## src/rtl/exception_sequencer.sv

```systemverilog
// Exception sequencer for the multi-cycle MIPS datapath: saves the EPC, steers the
// memory-address mux to the cause's vector byte, waits out the read latency and loads the PC.
module exception_sequencer #(
  parameter int unsigned MEM_LATENCY = 1
) (
  input  logic        clk,
  input  logic        reset,
  input  logic        exc_opcode,
  input  logic        exc_overflow,
  input  logic        exc_divzero,
  input  logic [31:0] pc_in,
  input  logic [31:0] mem_data_in,
  output logic [2:0]  iord_exc,
  output logic        iord_override,
  output logic        epc_write,
  output logic [31:0] epc_out,
  output logic        pc_write,
  output logic [31:0] pc_out,
  output logic [1:0]  cause,
  output logic        exc_busy,
  output logic        exc_done
);

  typedef enum logic [1:0] {
    S_IDLE,
    S_CAPTURE,
    S_WAIT,
    S_LOAD
  } state_e;

  localparam logic [2:0] LAST_WAIT = 3'(MEM_LATENCY - 1);

  state_e      state_q, state_d;
  logic [2:0]  cnt_q, cnt_d;
  logic [1:0]  cause_q, cause_d;
  logic [31:0] epc_q, epc_d;

  // Only the low byte of the read data is a vector; the upper bits are deliberately dropped.
  logic unused_mem_hi;
  assign unused_mem_hi = ^mem_data_in[31:8];

  // NOTE: every always_comb target gets a default first, so no path can infer a latch.
  always_comb begin
    state_d = state_q;
    cnt_d   = cnt_q;
    cause_d = cause_q;
    epc_d   = epc_q;
    case (state_q)
      S_IDLE: begin
        if (exc_opcode || exc_overflow || exc_divzero) begin
          if (exc_opcode)        cause_d = 2'b01;
          else if (exc_overflow) cause_d = 2'b10;
          else                   cause_d = 2'b11;
          epc_d   = pc_in - 32'd4;
          cnt_d   = '0;
          state_d = S_CAPTURE;
        end
      end
      S_CAPTURE: state_d = S_WAIT;
      S_WAIT: begin
        cnt_d = cnt_q + 3'd1;
        if (cnt_q == LAST_WAIT) state_d = S_LOAD;
      end
      S_LOAD:  state_d = S_IDLE;
      default: state_d = S_IDLE;
    endcase
  end

  // NOTE: state registers use non-blocking assignments so every flop samples pre-edge values.
  always_ff @(posedge clk or negedge reset) begin
    if (!reset) begin
      state_q <= S_IDLE;
      cnt_q   <= '0;
      cause_q <= '0;
      epc_q   <= '0;
    end else begin
      state_q <= state_d;
      cnt_q   <= cnt_d;
      cause_q <= cause_d;
      epc_q   <= epc_d;
    end
  end

  // Moore strobes decoded from state; pc_out alone passes mem_data_in through combinationally.
  always_comb begin
    iord_exc      = 3'b000;
    iord_override = 1'b0;
    epc_write     = 1'b0;
    pc_write      = 1'b0;
    exc_done      = 1'b0;
    pc_out        = '0;
    exc_busy      = (state_q != S_IDLE);
    if (state_q != S_IDLE) begin
      iord_exc      = {1'b0, cause_q};
      iord_override = 1'b1;
    end
    if (state_q == S_CAPTURE) epc_write = 1'b1;
    if (state_q == S_LOAD) begin
      pc_write = 1'b1;
      exc_done = 1'b1;
      pc_out   = {24'b0, mem_data_in[7:0]};
    end
  end

  assign epc_out = epc_q;
  assign cause   = cause_q;

endmodule

```

## config.mk

```make
export PLATFORM = sky130hd
export DESIGN_NAME = exception_sequencer
export DESIGN_NICKNAME = d
export VERILOG_FILES = /design/src/rtl/exception_sequencer.sv
export SDC_FILE = /design/constraint.sdc
export NUM_CORES = 1
export LEC_CHECK = 0
export ABC_AREA = 1
export BUFFER_PORTS_ARGS = -buffer_cell sky130_fd_sc_hd__buf_2
export CORE_ASPECT_RATIO = 0.5
export CORE_MARGIN = 4
export CORE_UTILIZATION = 46
export DETAILED_ROUTE_END_ITERATION = 10
export PLACE_DENSITY = 0.81
export SYNTH_ARGS = -nofsm -noshare
export SYNTH_HDL_FRONTEND = slang
export SYNTH_SLANG_ARGS = --single-unit
```

## constraint.sdc

```tcl
create_clock -name clk -period 2 [get_ports clk]
set_clock_uncertainty 0.2 [all_clocks]
set_input_delay 0.3 -clock clk [delete_from_list [all_inputs] [get_ports clk]]
set_output_delay 0.3 -clock clk [all_outputs]
set_load 0.01 [all_outputs]
```

==> run summary <==
Run status -> finished, final reports clean
GPL Wtd Cong -> 0.900
Total GRT Usage -> 18.6%
Area Overhead vs Synth -> 23.1%
Reg2reg setup slack -> 0.13 ns
Avg Cell Area, Syn -> 7.04 sq um
Die X -> 117 microns
Critical Path Start Type -> flip-flop
Compound-gate portion of the synthesized area -> 8.35%
Setup repair bufs after CTS -> 0
R2R cell count -> 6
Post-synthesis cell area -> 2710 sq um
Critical path class -> flip-flop to flip-flop
Antenna violations before repair -> 0
Drt first pass iters -> 4
GRT overflow -> 0
Top cells by area, synth -> dfrtp_1 (36%), nand2_1 (15%), buf_4 (7.8%)
Max IR drop VDD -> 645 uV
Net Sw Power -> 1.67 mW
Clk_lat worst skew -> 0.28 ns
Core Box Area -> 5590 sq um
Vias/cell -> 4.75
Critical Path Sink Type -> flip-flop
Share of cells above drive strength 1 -> 27.0%
Placed insts -> 545
Synth Flop Type -> dfrtp_1
Count leader, synth -> nand2_1
Post-detail-place hpwl -> 5360 microns
Syn. warnings -> 0
Post-synth EDFFs -> 0
Mapped Cells -> 385
Post-Synth XOR/XNOR Area -> 2.91%
Placed inst area -> 3140 sq um
CTS tree -> built
Cell Rows -> 19
Final Max Slew Viols -> 0
Switch share -> 38.9%
Worst hold start -> pc_in[1]
Max H-tree Level -> 2
Worst Path Max Fanout -> 25
Rel. slew slack -> 64.5%
Busiest metal layer after global routing -> met2
Tcrit/Tclk final -> 93.6%
Yosys top cell by area -> dfrtp_1
Power per cell area -> 1280 nW/um^2
Mux cell area share after synthesis -> 0%
Largest net degree at the start of global routing -> 33
GR Util met2 -> 30.9%
Residual DRC -> 0
First-pass GRT wire length -> 11000 microns
Int Pwr -> 2.62 mW
Leak Pwr -> 1.84 nW
CTS Sinks -> 39
Synth top area share -> 36.0%
Seq/Total Area, Yosys -> 36.0%
Max-cap violations -> 0
WHS Path Cells -> 3
Fin. Hold Viols -> 0
Drt wl/cell -> 12.3 microns
Maximum achievable frequency -> 534 MHz
Unrepaired setup endpoints after global routing -> no
Diodes inserted -> 0
Vias in the first global route -> 2449
Die Height -> 62.3 microns
Setup tns final -> 0 ns
Boundary Pins -> 143
Area share of fa/ha/maj cells after synthesis -> 3.23%
Initial drt markers -> 167
Fill count -> 541
Worst hold endpoint -> epc_out[1]$_DFFE_PN0P_
CTS Buf Count -> 5
Logic pwr share -> 43.9%
Crit path DAT -> 1.83 ns
Detailed-route via count -> 2633
Synth cell types -> 27
Port Buffers -> 93
Worst path required time -> 1.96 ns
Flop pwr share -> 32.1%
Antenna-violating nets left -> 0
Tightest Pin Transition -> 0.533 ns
Initial Utilization -> 48.5%
Largest family of logic cells by synthesized area -> simple AND/OR/NAND/NOR gates
Clock root buffer -> clkbuf_16
Clk slew on worst S/H paths -> 0.06 ns
Die area -> 7260 sq um
Simple-gate area share of the yosys netlist -> 34.3%
Tightest Hold Check Type -> input pin to flip-flop
Min cycle time layout -> 1.87 ns
RR Startpoint -> state_q[0]$_DFFE_PN0P_
Post-synth top cells -> nand2_1 (111), nor2_1 (56), inv_1 (40)
Final WL -> 6800 microns
#FFs+latches synth -> 39
Clock share of power -> 24.0%
M1 GR Usage -> 23.5%
RR Endpoint -> epc_out[19]$_DFFE_PN0P_
Non-Filler Instances -> 554
Design area -> 3340 sq um
Final setup fails -> 0
Grt met3 use -> 4.46%
Clock buffer depth -> 2
Asr flop ratio synth -> 100%
Final nets -> 556
-- state kept, by name, indices dropped and copies added (netlist names) --
signal / count
cnt_q: 3
state_q: 2
cause: 2
epc_out: 32
-- what timing repair did --
item,4_1_cts,5_1_grt
gates resized for setup,0,1
setup endpoints to repair,0,3
hold buffers,1,0
endpoints found under the hold margin,22,0
-- layout by cell type (no fill, tap or decap), types with 9 or more instances in the layout --
cell and n:
nand2_1 111, nor2_1 56, nand2_2 9, o21ai_0 10
nand3_1 20, inv_1 40, buf_2 93, conb_1 25
dfrtp_1 39
-- worst max-delay path by stage --
stage	from	end	slack (ns)
CTS	state_q[0]$_DFFE_PN0P_	epc_out[19]$_DFFE_PN0P_	0.15
finish	state_q[0]$_DFFE_PN0P_	epc_out[19]$_DFFE_PN0P_	0.13
global route	state_q[0]$_DFFE_PN0P_	epc_out[19]$_DFFE_PN0P_	0.002
global placement	state_q[0]$_DFFE_PN0P_	cnt_q[2]$_DFFE_PN0P_	0.23
floorplan	state_q[0]$_DFFE_PN0P_	cnt_q[2]$_DFFE_PN0P_	0.45
detailed placement	state_q[0]$_DFFE_PN0P_	cnt_q[2]$_DFFE_PN0P_	0.17
-- power by group through the flow --
stage | sequential (mW) | clock (mW) | combinational, mW
6_report | 1.38 | 1.03 | 1.88
5_1_grt | 1.44 | 1.08 | 2.12
4_1_cts | 1.38 | 1.03 | 1.90
3_5_place_dp | 1.38 | 0 | 1.89
3_3_place_gp | 1.37 | 0 | 1.85
2_1_floorplan | 1.54 | 0 | 1.09
-- worst max-delay path, cell delays in order (launching register included) --
cell and delay [ns]:
dfrtp_1 0.37, inv_1 0.09, ha_1 0.28, nand2_2 0.14, clkinv_2 0.34, nand3_1 0.26, nand2_1 0.08
-- per-stage QoR --
step / power, mW / util, % / setup WS, ns / hold slack (ns)
after floorplan: 2.63 / - / 0.446 / -0.196
after global routing: 4.64 / 59.7 / 0.00161 / 0.0179
after global placement: 3.22 / 56.1 / 0.228 / 0.104
after detailed placement: 3.28 / 56.1 / 0.171 / 0.103
after CTS: 4.31 / 59.7 / 0.154 / 0.00567
final: 4.28 / 59.7 / 0.128 / 0.00579
-- kinds of logic after synthesis --
family / after synthesis
buffers and inverters: 76
xor gates and xnor gates: 9
other: 1
AOI/OAI and AO/OA: 39
adders and majority gates: 7
and+or+nand+nor: 214
DFF: 39
-- routing by layer --
| metal | vias up | routed length, microns |
|---|---|---|
| li1 | 1339 | - |
| met1 | 1184 | 2870 |
| met2 | 98 | 3160 |
| met3 | 12 | 660 |
| met4 | 0 | 104 |
| met5 | - | 0 |
-- final cells by class --
cell class / count / area, sq um / area share, %
clock buffer: 6 / 129 / 3.86
tap: 73 / 91.3 / 2.74
multi-input combinational: 294 / 1420 / 42.4
clock inverter: 2 / 60.1 / 1.80
inverter: 42 / 159 / 4.76
sequential: 39 / 976 / 29.2
timing repair buffer: 98 / 505 / 15.1
Power figures use the tool's default switching activity.
